[src/rtl/timer_datapath_pkg.sv]
// Shared command/terminal-count encodings and display constants
// for the stopwatch/timer controller and its datapath.
package timer_datapath_pkg;

    localparam int MAX_COUNT = 9999;

    localparam logic [2:0] CTR_LOAD  = 3'd0;
    localparam logic [2:0] CTR_UP    = 3'd1;
    localparam logic [2:0] CTR_DOWN  = 3'd2;
    localparam logic [2:0] CTR_CLEAR = 3'd3;

    localparam logic TC_UP   = 1'b0;
    localparam logic TC_DOWN = 1'b1;

    // {g,f,e,d,c,b,a}, active-low
    localparam logic [6:0] SEG_0     = 7'b1000000;
    localparam logic [6:0] SEG_1     = 7'b1111001;
    localparam logic [6:0] SEG_2     = 7'b0100100;
    localparam logic [6:0] SEG_3     = 7'b0110000;
    localparam logic [6:0] SEG_4     = 7'b0011001;
    localparam logic [6:0] SEG_5     = 7'b0010010;
    localparam logic [6:0] SEG_6     = 7'b0000010;
    localparam logic [6:0] SEG_7     = 7'b1111000;
    localparam logic [6:0] SEG_8     = 7'b0000000;
    localparam logic [6:0] SEG_9     = 7'b0010000;
    localparam logic [6:0] SEG_BLANK = 7'b1111111;

    function automatic logic [6:0] seg_encode(input logic [3:0] d);
        logic [6:0] s;
        case (d)
            4'd0:    s = SEG_0;
            4'd1:    s = SEG_1;
            4'd2:    s = SEG_2;
            4'd3:    s = SEG_3;
            4'd4:    s = SEG_4;
            4'd5:    s = SEG_5;
            4'd6:    s = SEG_6;
            4'd7:    s = SEG_7;
            4'd8:    s = SEG_8;
            4'd9:    s = SEG_9;
            default: s = SEG_BLANK;
        endcase
        return s;
    endfunction

endpackage

[src/rtl/timer_datapath_bcd.sv]
// Combinational double-dabble: 14-bit binary to four BCD digits,
// o_bcd[0] is the least significant digit.
module bin_to_bcd4 (
    input  logic [13:0]      i_bin,
    output logic [3:0][3:0]  o_bcd
);

    logic [29:0] w_sr;

    always_comb begin
        w_sr = {16'd0, i_bin};
        for (int i = 0; i < 14; i++) begin
            for (int d = 0; d < 4; d++) begin
                if (w_sr[14+4*d +: 4] >= 4'd5)
                    w_sr[14+4*d +: 4] = w_sr[14+4*d +: 4] + 4'd3;
            end
            w_sr = w_sr << 1;
        end
        o_bcd = w_sr[29:14];
    end

endmodule

[src/rtl/timer_datapath.sv]
// Timer datapath: count/limit registers, 10 ms tick prescaler,
// terminal-count flag and multiplexed seven-segment driver.
module timer_datapath #(
    parameter int TICK_DIV    = 1000000,
    parameter int REFRESH_DIV = 100000,
    parameter int MAX_COUNT   = timer_datapath_pkg::MAX_COUNT
) (
    input  logic        clk,
    input  logic        reset,
    input  logic        init_ld_en,
    input  logic        count_en,
    input  logic [2:0]  ctr_select,
    input  logic        tc_select,
    input  logic [16:0] init_val,
    input  logic        an_reset,
    output logic        tc_limit_reached,
    output logic [16:0] synch_init,
    output logic [3:0]  an,
    output logic [6:0]  sseg
);

    import timer_datapath_pkg::*;

    localparam int PW = (TICK_DIV > 1) ? $clog2(TICK_DIV) : 1;
    localparam int RW = (REFRESH_DIV > 1) ? $clog2(REFRESH_DIV) : 1;
    localparam logic [16:0] MAX17 = 17'(MAX_COUNT);

    logic [PW-1:0]     r_presc;
    logic [13:0]       r_count;
    logic [13:0]       r_limit;
    logic [16:0]       r_synch;
    logic              r_tc;
    logic [RW-1:0]     r_refresh;
    logic [1:0]        r_scan;
    logic [3:0]        r_an;
    logic [6:0]        r_sseg;

    logic [16:0]       w_clamped;
    logic [13:0]       w_clamp14;
    logic              w_tick;
    logic [PW-1:0]     w_presc_nxt;
    logic [3:0][3:0]   w_bcd;
    logic [3:0]        w_digit;

    assign w_clamped   = (init_val > MAX17) ? MAX17 : init_val;
    assign w_clamp14   = w_clamped[13:0];
    assign w_tick      = (r_presc == PW'(TICK_DIV - 1));
    assign w_presc_nxt = w_tick ? '0 : r_presc + 1'b1;

    // Commands only act while count_en is high; prescaler keeps its
    // partial tick across a pause.
    always_ff @(posedge clk or negedge reset) begin
        if (!reset) begin
            r_count <= '0;
            r_limit <= 14'(MAX_COUNT);
            r_synch <= '0;
            r_presc <= '0;
        end else if (count_en) begin
            case (ctr_select)
                CTR_LOAD: begin
                    if (init_ld_en) begin
                        r_count <= w_clamp14;
                        r_synch <= w_clamped;
                        r_presc <= '0;
                    end
                end
                CTR_CLEAR: begin
                    if (init_ld_en) begin
                        r_count <= '0;
                        r_limit <= w_clamp14;
                        r_synch <= w_clamped;
                        r_presc <= '0;
                    end
                end
                CTR_UP: begin
                    r_presc <= w_presc_nxt;
                    if (w_tick && (r_count < r_limit))
                        r_count <= r_count + 1'b1;
                end
                CTR_DOWN: begin
                    r_presc <= w_presc_nxt;
                    if (w_tick && (r_count != '0))
                        r_count <= r_count - 1'b1;
                end
                default: ;
            endcase
        end
    end

    always_ff @(posedge clk or negedge reset) begin
        if (!reset)
            r_tc <= 1'b0;
        else if (tc_select == TC_DOWN)
            r_tc <= (r_count == '0);
        else
            r_tc <= (r_count == r_limit);
    end

    bin_to_bcd4 u_bcd (
        .i_bin (r_count),
        .o_bcd (w_bcd)
    );

    assign w_digit = w_bcd[r_scan];

    always_ff @(posedge clk or negedge reset) begin
        if (!reset) begin
            r_refresh <= '0;
            r_scan    <= '0;
            r_an      <= 4'b1111;
            r_sseg    <= SEG_BLANK;
        end else if (an_reset) begin
            r_refresh <= '0;
            r_scan    <= '0;
            r_an      <= 4'b1111;
            r_sseg    <= SEG_BLANK;
        end else begin
            if (r_refresh == RW'(REFRESH_DIV - 1)) begin
                r_refresh <= '0;
                r_scan    <= r_scan + 2'd1;
            end else begin
                r_refresh <= r_refresh + 1'b1;
            end
            r_an   <= ~(4'b0001 << r_scan);
            r_sseg <= seg_encode(w_digit);
        end
    end

    assign tc_limit_reached = r_tc;
    assign synch_init       = r_synch;
    assign an               = r_an;
    assign sseg             = r_sseg;

endmodule

[config.mk]
export PLATFORM = sky130hd
export DESIGN_NAME = timer_datapath
export DESIGN_NICKNAME = d
export VERILOG_FILES = /design/src/rtl/timer_datapath_pkg.sv /design/src/rtl/timer_datapath_bcd.sv /design/src/rtl/timer_datapath.sv
export SDC_FILE = /design/constraint.sdc
export NUM_CORES = 1
export LEC_CHECK = 0
export CAP_MARGIN = 25
export CELL_PAD_IN_SITES_DETAIL_PLACEMENT = 1
export CELL_PAD_IN_SITES_GLOBAL_PLACEMENT = 2
export CORE_MARGIN = 5
export CORE_UTILIZATION = 40
export DETAILED_ROUTE_END_ITERATION = 16
export GPL_TIMING_DRIVEN = 0
export MAX_ROUTING_LAYER = met4
export PLACE_DENSITY = 0.84
export SKIP_CTS_REPAIR_TIMING = 1
export SYNTH_ARGS = -nofsm -noshare
export SYNTH_HDL_FRONTEND = slang
export SYNTH_SLANG_ARGS = --single-unit
[constraint.sdc]
create_clock -name clk -period 31.6 [get_ports clk]
set_clock_uncertainty 0.1 [all_clocks]
set_input_delay 3.16 -clock clk [delete_from_list [all_inputs] [get_ports clk]]
set_output_delay 3.16 -clock clk [all_outputs]
set_load 0.05 [all_outputs]
### Word-level counts from Yosys, hierarchy flattened

Memory sizes are Yosys's and may differ from the RTL's.
Cells that the tools add are included.

| storage, ports and cells | value |
|---|---|
| ROM bits | 112 |
| logic and storage cells | 201 |
| memories kept | 1 |
| bits of input ports | 26 |
| flip-flop bits (word level) | 96 |

| operators by class | value |
|---|---|
| add/sub/neg operators | 51 |
| equal/unequal tests | 11 |
| shift-type cells | 1 |
| muxes and demuxes | 64 |
| $lt $le $gt $ge | 49 |
| bitwise operators | 1 |
| reductions and logical operators | 14 |

Memories:

| name | words | width | rd ports | clocked after memory_dff | write ports | RTL line | RTL |
|---|---|---|---|---|---|---|---|
| (name not given) | 16 | 7 | 1 | 0 | 0 | timer_datapath_pkg.sv:30 | `case (d)` |

Operator list:

| kind | number |
|---|---|
| 4-bit by 3-bit greater-or-equal comparator with 1-bit output, second input constant | 42 |
| 4-bit 2-to-1 mux | 37 |
| 4-bit by 2-bit adder with 4-bit output, second input constant | 33 |
| 14-bit 2-to-1 mux | 4 |
| 14-bit one-hot mux with 4 select lines | 1 |
| 17-bit 2-to-1 mux | 3 |
| 20-bit 2-to-1 mux | 2 |
| 20-bit one-hot mux with 2 select lines | 1 |
| 3-bit 2-to-1 mux | 11 |
| 3-bit by 2-bit adder with 3-bit output, second input constant | 9 |
| 20-bit by 1-bit adder with 20-bit output, second input constant | 1 |
| 20-bit == test, second input constant | 1 |
| 17-bit by 1-bit adder with 17-bit output, second input constant | 1 |
| 17-bit == test, second input constant | 1 |
| 17-bit by 14-bit greater-than comparator with 1-bit output, second input constant | 1 |
| 14-bit by 1-bit adder with 14-bit output, second input constant | 1 |
| 14-bit == test | 1 |
| 14-bit zero test | 1 |
| 14-bit less-than comparator | 1 |
| 14-bit nonzero test | 1 |
| 14-bit by 1-bit subtractor with 14-bit output, second input constant | 1 |
| 1-bit by 2-bit adder with 3-bit output, second input constant | 3 |
| 1-bit by 3-bit greater-or-equal comparator with 1-bit output, second input constant | 3 |
| 3-bit AND reduction | 3 |
| other kinds (20) | 28 |

### Longest topological paths before layout

Gate-level depths: netlist (run 1).
An unclocked memory read counts as a cell.

| depth | value |
|---|---|
| depth in word-level cells | 30 |
| gate-level depth with buffers | 57 |
| mapped depth without buffers | 56 |

### Modules after synthesis

Synthesis (run 1) repeated with hierarchy kept, for this count alone.

| unflattened totals | value |
|---|---|
| cell total of the unflattened synthesis | 1172 |
| area, all modules | 9586.7 um^2 |

Modules (own cells, without submodules):

| module | area each (um^2) | cells an instance | instances | sequential area each (um^2) |
|---|---|---|---|---|
| timer_datapath | 5610.4 | 605 | 1 | 2426.1 |
| bin_to_bcd4 | 3976.3 | 567 | 1 | 0.0 |

### Worst setup path after synthesis (run 1)

Ideal clock, no wire load.

| timing | value |
|---|---|
| kind | register -> register |
| start point | register r_count[11] |
| end point | register r_sseg[1] (netlist: sseg[1]) |
| path buffers | 2 |
| setup time | 0.093 ns |
| period minus slack after synthesis | 10.831 ns |
| arrival time | 10.639 ns |
| path slack | 20.769 ns |
| required time | 31.407 ns |
| stages on the path, launching flop included | 56 |
| cells stage by stage | dfrtp_1 > inv_1 > ha_1 > inv_1 > ha_1 > a21oi_4 > xnor2_1 > inv_2 > ha_1 > and2b_1 > nor3_1 > or4_1 > nand2_1 > ha_1 > nor2b_1 > o2111ai_1 > mux2i_2 > nor2_4 > [... 20 more ...] > a21o_1 > xnor2_1 > nand2_1 > ha_1 > buf_1 > nand2_1 > mux2i_1 > nor2_1 > ha_1 > nor3_1 > a41oi_1 > o2111ai_1 > mux2i_1 > o221ai_1 > inv_1 > ha_1 > a21oi_1 > o21ai_1 |

| on the way | value |
|---|---|
| word-level cells in the longest chain between the ends | 26 |
| elaborated cells between the ends (all ways) | 118 |
| classes of those cells | 38 x add/sub; 38 x order compare; 41 x mux; 1 x memory |

RTL lines:

| element | RTL line | RTL |
|---|---|---|
| start, declared | timer_datapath.sv:29 | `logic [13:0] r_count;` |
| start signal, assigned | timer_datapath.sv:62 | `r_count <= w_clamp14;` |
| start signal, assigned | timer_datapath.sv:78 | `r_count <= r_count + 1'b1;` |
| start signal, assigned | timer_datapath.sv:83 | `r_count <= r_count - 1'b1;` |
| 4-bit by 2-bit adder with 4-bit output or 4-bit by 3-bit greater-or-equal comparator with 1-bit output (tied branches) | timer_datapath_bcd.sv:15, timer_datapath_bcd.sv:14 |  |
| 4-bit 2-to-1 mux * | timer_datapath_bcd.sv:14 | `if (w_sr[14+4*d +: 4] >= 4'd5)` |
| 4-bit by 2-bit adder with 4-bit output or 4-bit by 3-bit greater-or-equal comparator with 1-bit output (tied branches) | timer_datapath_bcd.sv:15, timer_datapath_bcd.sv:14 |  |
| 4-bit 2-to-1 mux | timer_datapath_bcd.sv:14 |  |
| 4-bit by 2-bit adder with 4-bit output or 4-bit by 3-bit greater-or-equal comparator with 1-bit output (tied branches) | timer_datapath_bcd.sv:15, timer_datapath_bcd.sv:14 |  |
| 4-bit 2-to-1 mux | timer_datapath_bcd.sv:14 |  |
| 4-bit by 2-bit adder with 4-bit output, or another cell as far along | timer_datapath_bcd.sv:15 | `w_sr[14+4*d +: 4] = w_sr[14+4*d +: 4] + 4'd3;` |
| 4-bit 2-to-1 mux or 3-bit 2-to-1 mux (tied branches) | timer_datapath_bcd.sv:14 |  |
| [... 10 more ...] | n/a |  |
| 4-bit by 2-bit adder with 4-bit output, or another cell as far along | timer_datapath_bcd.sv:15 |  |
| 4-bit 2-to-1 mux or 3-bit 2-to-1 mux (tied branches) | timer_datapath_bcd.sv:14 |  |
| 4-bit by 2-bit adder with 4-bit output, or another cell as far along | timer_datapath_bcd.sv:15 |  |
| 4-bit 2-to-1 mux or 3-bit 2-to-1 mux (tied branches) | timer_datapath_bcd.sv:14 |  |
| 4-bit binary-select mux with 2-bit select * | timer_datapath.sv:104 | `assign w_digit = w_bcd[r_scan];` |
| 4-bit 2-to-1 mux (not written as such) * | timer_datapath.sv:104 |  |
| memory read 16 x 7 bit * | n/a |  |
| 7-bit 2-to-1 mux * | timer_datapath.sv:112 | `end else if (an_reset) begin` |
| end signal, assigned | timer_datapath.sv:125 | `r_sseg <= seg_encode(w_digit);` |
| end, declared | timer_datapath.sv:36 | `logic [6:0] r_sseg;` |

Every way passes the cells marked *; elsewhere a longest branch is shown, timed or not. The select of a mux whose other input is x is not followed.
A chain may end at the register's enable or synchronous reset.

### Final worst setup path (run 1)

| timing | value |
|---|---|
| start point | register r_count[11] |
| end point | register r_sseg[3] (netlist: sseg[3]) |

The elaborated chain is that of the path after synthesis.

==> results, run 1 <==
- The cell with the biggest individual delay on the critical path is sky130_fd_sc_hd__dfrtp_1.
- The number of cells on the worst hold path is 2.
- Dividing the detail-routed wire length by the instance count gives 17.2 um.
- The cell that appears most often on the critical path is sky130_fd_sc_hd__ha_1.
- Setup repair after global routing left no endpoint under its margin.
- Max-cap violations in this run came to 0.
- The number of library cell types mapped by synthesis is 109.
- At the end of routability-driven placement, the weighted congestion stood at 0.833.
- The area of the mapped netlist is 0.00904 sq mm.
- After floorplanning, the core was divided into 55 placement rows.
- The first global-routing pass estimated 44,000 um of wire.
- After global routing the overflow that remains totals 0.
- The total of endpoints with negative setup slack in the final report is 0.
- The count of yosys warnings during synthesis is 0.
- The area of the die is 0.0257 sq mm.
- The antenna diode count is 0.
- The number of pins exceeding their max-slew limit in the final report is 0.
- The run finished with clean final reports.
- The adder and majority cell fraction of the synthesized area is 7.81%.
- The filler-free cell count of the finished design is between 1k and 1.5k.
- The number of hold-slack violations in the final timing report is 0.
- The CTS tree is built.
- For this run, the top clock speed supported by timing is 76.9 MHz.
- The final standard cell utilization of the core is 45.7%.
- The total area inside the core boundary comes to ~0.022 sq mm.
- CTS built an H-tree with a depth of 3.
- The worst setup path is launched from a flip-flop.
- For this run, the post-layout net count is 1,271.
- The later pin in the worst-skew pair is clocked with a latency of 0.36 ns.
- The type of the most critical hold path is flip-flop to flip-flop.
- For this run, asynchronously set or reset flops after synthesis account for 100%.
- The cell sitting at the root of the clock tree is a sky130_fd_sc_hd__clkbuf_16.
- Headroom to the max-slew limit came out at a little over two fifths.
- For this block, wires on met1 add up to roughly 13,000 um.
- The height of the chip is 160 um.
- The number of antenna violations at the first check in global routing came to 0.
- The combinational family with the most area after synthesis is compound AO/OA/AOI/OAI gates.
- For the finished layout, the period the worst path requires is 13.00 ns.
- The routed length on met3 is 609 um.
- Across every metal layer, demand over resource in global routing totals 20.5%.
- Tracing the worst setup path back leads to its startpoint at r_count[11].
- The via count of the first global-routing pass is 8,869.
- Compared with the post-synthesis result, the final layout area differs by 13.4%.
- The number of placed instances, taps included, is 1,464.
- For this run, design rule violations remaining after detail routing come to 0.
- The total wire length after detailed routing is around 25,000 um.
- The number of vias after detailed routing is 8,612.
- The xor and xnor area share after synthesis is 6.17%.
- In this run the worst path has a maximum fanout of 10.
- The number of nets handed over by synthesis was between 1k and 1.5k.
- The maximum cell stage delay along the critical path is between 0.6 and 0.7 ns.
- Sequential elements use 26.8% of the synthesized area.
- The HPWL after detailed placement is 19,800 um.
- Measured against the total synthesized area, the mux share comes to roughly 3.9%.
- The final critical-path setup slack is 18.60 ns.
- The worst path required time is 31.77 ns.
- The average instance area after synthesis is 8.03 sq um.
- In the final layout, the share of cells above drive strength 1 is 9.54%.
- The cell count of the worst reg-to-reg path is 54.
- The width of the chip is 160 um.
- The number of violations reported at the end of detailed-routing iteration 0 is 418.
- The cell class contributing the biggest share of worst-path delay is simple AND/OR/NAND/NOR gates.
- The first-pass iteration count of the detailed router is 4.
- The buffer and inverter count on the worst path is 8.
- Counting along the longest clock path gives a buffer depth of 2.
- The pin count of the biggest net entering global routing is 66.
- The highest metal layer carrying signal wires in the routed design is met4.
- In the detailed route, the total length drawn on met2 is 12,000 um.
- The launch point of the worst hold path is r_limit[12].
- The clock net sink count is 96.
- The number of nets still failing antenna checks after routing is 0.
- The capturing element type of the critical path is a flip-flop.
- After routing, the total negative slack on setup checks comes to 0 ns.
- The launch instance of the worst register-to-register path is r_count[11].
- Of the total synthesized cell area, the portion taken by AND, OR, NAND and NOR gates is a little under a quarter.
- The number of flops mapped to enable cells by yosys is 0.
- After synthesis the netlist holds a flip-flop and latch count of 96.
- The most used flip-flop cell after synthesis is sky130_fd_sc_hd__dfrtp_1.
- The count of input and output buffers is 52.
- The share of the clock period used by the worst path after layout is 41.1%.
- The I/O pin total is 55.
- The cell count after synthesis is 1,125.
- For the pin with the worst max-slew slack, the measured transition is 0.857 ns.
- Summing the areas of all compound-gate instances in the mapped netlist gives 27.6% of the synthesized area.
- The number of cells on the critical path is 54.
- After clock tree synthesis, the clock-pin slew on the worst setup and hold paths is 0.08 ns.
- After filler insertion, the fill cell instance count of the layout stands at 2,748.
- Timing analysis after detailed placement gives a worst setup slack of 18.78 ns.
- At the worst endpoint, the arrival time is roughly 13 ns.
- The number of buffers inserted during clock tree synthesis is 9.
- The worst setup path is of the flip-flop to flip-flop kind.
- For this configuration, the core starts out at a cell density of 40.3%.
- The vias per cell is 5.82.
kinds of logic after synthesis:
logic type               count (synthesis)
XOR/XNOR                                59
AO/OA/AOI/OAI                          357
AND/OR/NAND/NOR                        424
flip-flops                              96
multiplexers                            29
adder cells (fa/ha/maj)                 56
buffers and inverters                  104
through the flow:
step / area (sq um) / hold WS, ns
final: 10200 / 0.382
after global routing: 10200 / 0.392
after CTS: 10200 / 0.388
after detailed placement: 9950 / 0.371
after global placement: 9910 / 0.363
after floorplan: 9040 / 0.350
sequential cells by signal, indices dropped and copies added, names as in the netlist:
register / flops
synch_init: 17
r_presc: 20
sseg: 7
an: 4
r_refresh: 17
tc_limit_reached: 1
r_count: 14
r_limit: 14
r_scan: 2
placed cells by master (no fill, tap or decap), drive strengths merged, types with 13 or more instances in the layout:
cell and instances:
nand2 129, nor2 114, o21ai 103, dfrtp 77, inv 62, a21oi 59, ha 54, clkdlybuf4s50 51
clkbuf 43, nor3 41, xnor2 33, nand3 29, xor2 25, a21o 22, dfstp 19, nand4 19
mux2i 19, o31ai 16, o211ai 16, and2 15, a211oi 15, buf 13
routing by layer:
| metal | up-vias | GRT usage [%] |
|---|---|---|
| li1 | 4285 | - |
| met1 | 4188 | 27.8 |
| met2 | 114 | 33.9 |
| met3 | 25 | 1.92 |
| met4 | 0 | 3.95 |
| met5 | - | - |
worst min-delay path: stages (launching register included):
cell	delay [ns]
sky130_fd_sc_hd__dfrtp_1	0.34
sky130_fd_sc_hd__nand2_1	0.05
sky130_fd_sc_hd__o21ai_0	0.06
cell type report:
cell class	instances	area [sq um]	area share [%]
plain buffers	44	195	1.90
inverters	60	225	2.20
flip-flops and latches	96	2430	23.7
multi-input cells	925	6190	60.4
well taps	285	357	3.48
clock inverters	7	73.8	0.720
repair buffers	54	557	5.43
clock buffers	9	225	2.20
final timing paths:
kind | end | slack (ns)
max in group asynchronous | r_limit[1] | 27.99
worst min register to register | r_limit[12] | 0.38
worst max register to register | sseg[3] | 18.60
worst min-delay path | r_limit[12] | 0.38
min in group asynchronous | r_refresh[4] | 2.65
worst max-delay path | sseg[3] | 18.60
synthesized netlist by cell type, types with 14 or more instances:
master / instances / area [sq um]
sky130_fd_sc_hd__a21o_1: 22 / 165
sky130_fd_sc_hd__a21oi_1: 55 / 275
sky130_fd_sc_hd__and2_1: 14 / 87.6
sky130_fd_sc_hd__clkbuf_1: 34 / 128
sky130_fd_sc_hd__dfrtp_1: 77 / 1930
sky130_fd_sc_hd__dfstp_2: 19 / 499
sky130_fd_sc_hd__ha_1: 54 / 676
sky130_fd_sc_hd__inv_1: 52 / 195
sky130_fd_sc_hd__mux2i_1: 14 / 140
sky130_fd_sc_hd__nand2_1: 128 / 480
sky130_fd_sc_hd__nand3_1: 28 / 140
sky130_fd_sc_hd__nand4_1: 18 / 113
sky130_fd_sc_hd__nor2_1: 111 / 417
sky130_fd_sc_hd__nor3_1: 39 / 195
sky130_fd_sc_hd__o211ai_1: 14 / 105
sky130_fd_sc_hd__o21ai_0: 81 / 405
sky130_fd_sc_hd__o21ai_1: 20 / 100
sky130_fd_sc_hd__o31ai_1: 14 / 105
sky130_fd_sc_hd__xnor2_1: 31 / 272
sky130_fd_sc_hd__xor2_1: 25 / 219
Power of run 1 is left out: the tool's default activity adds up to more than one toggle a clock period on the data nets, which glitch-free logic cannot reach.
==> inputs of run 2 (changes only) <==
--- a/config.mk
+++ b/config.mk
@@ -9,11 +9,11 @@
 export CELL_PAD_IN_SITES_DETAIL_PLACEMENT = 1
 export CELL_PAD_IN_SITES_GLOBAL_PLACEMENT = 2
 export CORE_MARGIN = 5
-export CORE_UTILIZATION = 40
+export CORE_UTILIZATION = 37
 export DETAILED_ROUTE_END_ITERATION = 16
 export GPL_TIMING_DRIVEN = 0
 export MAX_ROUTING_LAYER = met4
-export PLACE_DENSITY = 0.84
+export PLACE_DENSITY = 0.79
 export SKIP_CTS_REPAIR_TIMING = 1
 export SYNTH_ARGS = -nofsm -noshare
 export SYNTH_HDL_FRONTEND = slang
==> constraint.sdc (replaced) <==
create_clock -name clk -period 12 [get_ports clk]
set_clock_uncertainty 0.1 [all_clocks]
set_input_delay 1.2 -clock clk [delete_from_list [all_inputs] [get_ports clk]]
set_output_delay 1.2 -clock clk [all_outputs]
set_load 0.05 [all_outputs]
==> run 2 against run 1 <==
Compared with the run above:
- flip-flop and latch count did not move
- final cell count grew 3.0%
- sequential share of layout area down 0.51 points
- register-to-register slack got worse by 18 ns
- fmax increased by 16%
- hold slack better by 0.0021 ns
- critical endpoint is now sseg[6]
- highest routed layer unchanged
==> results, run 2 (same netlist as run 1, synthesis figures left out) <==
- The number of nets still failing antenna checks after routing was 0 (unchanged).
- The post-detailed-route wirelength per cell is 16.9 um (-1.8%).
- The global-route usage over all layers is 19.1% (-1.4 points).
- The post-DP HPWL is 19,700 um (-0.47%).
- The launch point of the worst hold path is r_limit[6].
- The via count of the first global-routing pass was 8,728 (-1.6%).
- The final hold slack is 0.384 ns (+0.00213 ns).
- The post-layout minimum cycle time was 11.19 ns (-1.82 ns).
- The height of the chip is 166 um (+3.7%).
- The area of the die is 0.0277 sq mm (+7.6%).
- The worst hold path terminates at r_limit[6].
- The number of flip-flops in the largest register is 20 (unchanged).
- The effective utilization at floorplan is 37.4% (-2.9 points).
- The vias per cell is 5.62 (-3.5%).
- The number of buffers inserted during clock tree synthesis is 9 (unchanged).
- The most numerous cell on the critical path is sky130_fd_sc_hd__ha_1.
- The worst flop-to-flop path endpoint is sseg[6].
- The number of antenna violations at the first check in global routing is 0 (unchanged).
- The launch instance of the worst register-to-register path is r_count[12].
- The maximum cell stage delay along the critical path came to 0.55 ns (-0.07 ns).
- The capturing element type of the critical path is a flip-flop.
- The maximum level of the CTS H-tree is 3 (unchanged).
- More flip-flops sit in one register than any other, and that register is r_presc.
- The width of the chip came to 166 um (+3.7%).
- The worst reg-to-reg setup slack is 0.81 ns (-17.78 ns).
- The sort of element at the start of the critical path is a flip-flop.
- The core footprint is 0.0242 sq mm (+7.8%).
- The remaining global-route overflow is 0 (unchanged).
- The number of vias after detailed routing is 8,562 (-0.58%).
- The worst hold path belongs to the class flip-flop to flip-flop.
- The number of nets in the layout is 1,276 (+0.39%).
- The number of pins exceeding their max-slew limit in the final report is 0 (unchanged).
- The layout filler cell count is 2,917 (+6.1%).
- The I/O pin total is 55 (unchanged).
- The worst path required time is 12.17 ns (-19.60 ns).
- The total wire length after detailed routing was 25,700 um (+1.2%).
- TritonCTS built the clock tree.
- In the layout the commonest cells are sky130_fd_sc_hd__nand2_1 (127), sky130_fd_sc_hd__nor2_1 (111), sky130_fd_sc_hd__o21ai_0 (80).
- The fraction of final layout cells with drive strength greater than 1 is 12.1% (+2.5 points).
- The pin count of the biggest net entering global routing is 62 (-6.1%).
- The cell with the biggest individual delay on the critical path is sky130_fd_sc_hd__or4b_4.
- The wire length of the first global-routing pass was 44,200 um (+0.43%).
- The number of rows created at floorplan is 57 (+3.6%).
- The worst slew margin relative to its limit is 37.1% (-5.8 points).
- The total area of sequential cells was 0.00243 sq mm (+0.10%).
- The remaining design rule violation count came to 0 (unchanged).
- The multi-input logic area came to 0.00632 sq mm (+2.1%).
- The share of the clock period used by the worst path after layout is 93.2% (+52 points).
- The clock net sink count came to 96 (unchanged).
- The leading cell type in the layout, fill and taps excluded is sky130_fd_sc_hd__nand2_1.
- The flow ran to the end, and the final reports show no timing, DRC or antenna violations.
- The first-pass iteration count of the detailed router is 4 (unchanged).
- The total of endpoints with negative setup slack in the final report is 0 (unchanged).
- The cell count of the worst reg-to-reg path is 56 (+3.7%).
- The number of max-cap violations came to 0 (unchanged).
- The clock slew at the register clock pins of the worst setup and hold paths is 0.08 ns (about the same).
- The data arrival at the endpoint of the critical path was 11.36 ns (-1.82 ns).
- The number of violations reported at the end of detailed-routing iteration 0 is 385 (-7.9%).
- The category of the critical setup timing path is flip-flop to flip-flop.
- The pin slew with the least headroom to its limit is 0.940 ns (+0.0835 ns).
- The maximum clock insertion buffer count was 2 (unchanged).
- The number of hold-slack violations in the final timing report came to 0 (unchanged).
- The insertion delay of the later-clocked pin in the worst-skew pair is 0.36 ns (about the same).
- Relative to the synthesized area, the layout overhead comes to 16.0%.
- The antenna diode count is 0 (unchanged).
- The final weighted congestion in routability-driven placement came to 0.825 (-1.0%).
- The tree is rooted in a sky130_fd_sc_hd__clkbuf_16.
- The largest fanout on the critical path is 10 (unchanged).
- The count of input and output buffers came to 52 (unchanged).
- The number of cells on the worst hold path is 2 (unchanged).
- The top achievable clock speed came to 89.4 MHz (+16%).
## run 2: routing by layer
metal  up-vias  part of all wire [%]  GRT usage [%]
met4         0                  0.74           3.59
met5         -                     0              -
met1      4159                    50           26.2
met3        11                   1.9           1.90
li1       4304                     -              -
met2        88                    47           31.1
## run 2: final cells by class
class                   instances  area share, %
well taps                     324           3.87
clock inverters                 7          0.776
clock buffers                   9           2.15
inverters                      60           2.15
multi-input cells             925           60.3
repair buffers                 60           5.74
flip-flops and latches         96           23.2
plain buffers                  43           1.86
## run 2: per-stage QoR
stage	cells	setup TNS, ns	util [%]	area [sq um]	setup WS (ns)
2_1_floorplan	1125	0	-	9040	1.17
4_1_cts	1519	-5.37	42.6	10300	-0.902
5_1_grt	1524	-0.0644	43.4	10500	-0.0312
6_report	1524	0	43.4	10500	0.814
3_5_place_dp	1503	-5.20	41.4	10000	-0.866
3_3_place_gp	1501	-4.78	41.2	9960	-0.818
## run 2: worst max-delay path, delay by kind of cell (launching register included)
kind | cells | cell delay [ns]
mux | 2 | 0.33
flops | 1 | 0.48
simple gates | 21 | 3.81
compound gates | 10 | 2.10
fa+ha+maj | 11 | 2.46
buf+inv | 8 | 0.89
xor+xnor | 4 | 0.91
## run 2: worst max path at each step
stage	startpoint	to	cells after the start
finish	r_count[12]	sseg[6]	56
global route	r_count[12]	sseg[1]	56
CTS	r_count[11]	sseg[6]	55
detailed placement	r_count[12]	sseg[6]	55
global placement	r_count[12]	sseg[6]	55
floorplan	r_count[11]	sseg[1]	55
Power of run 2 is left out for the same reason.
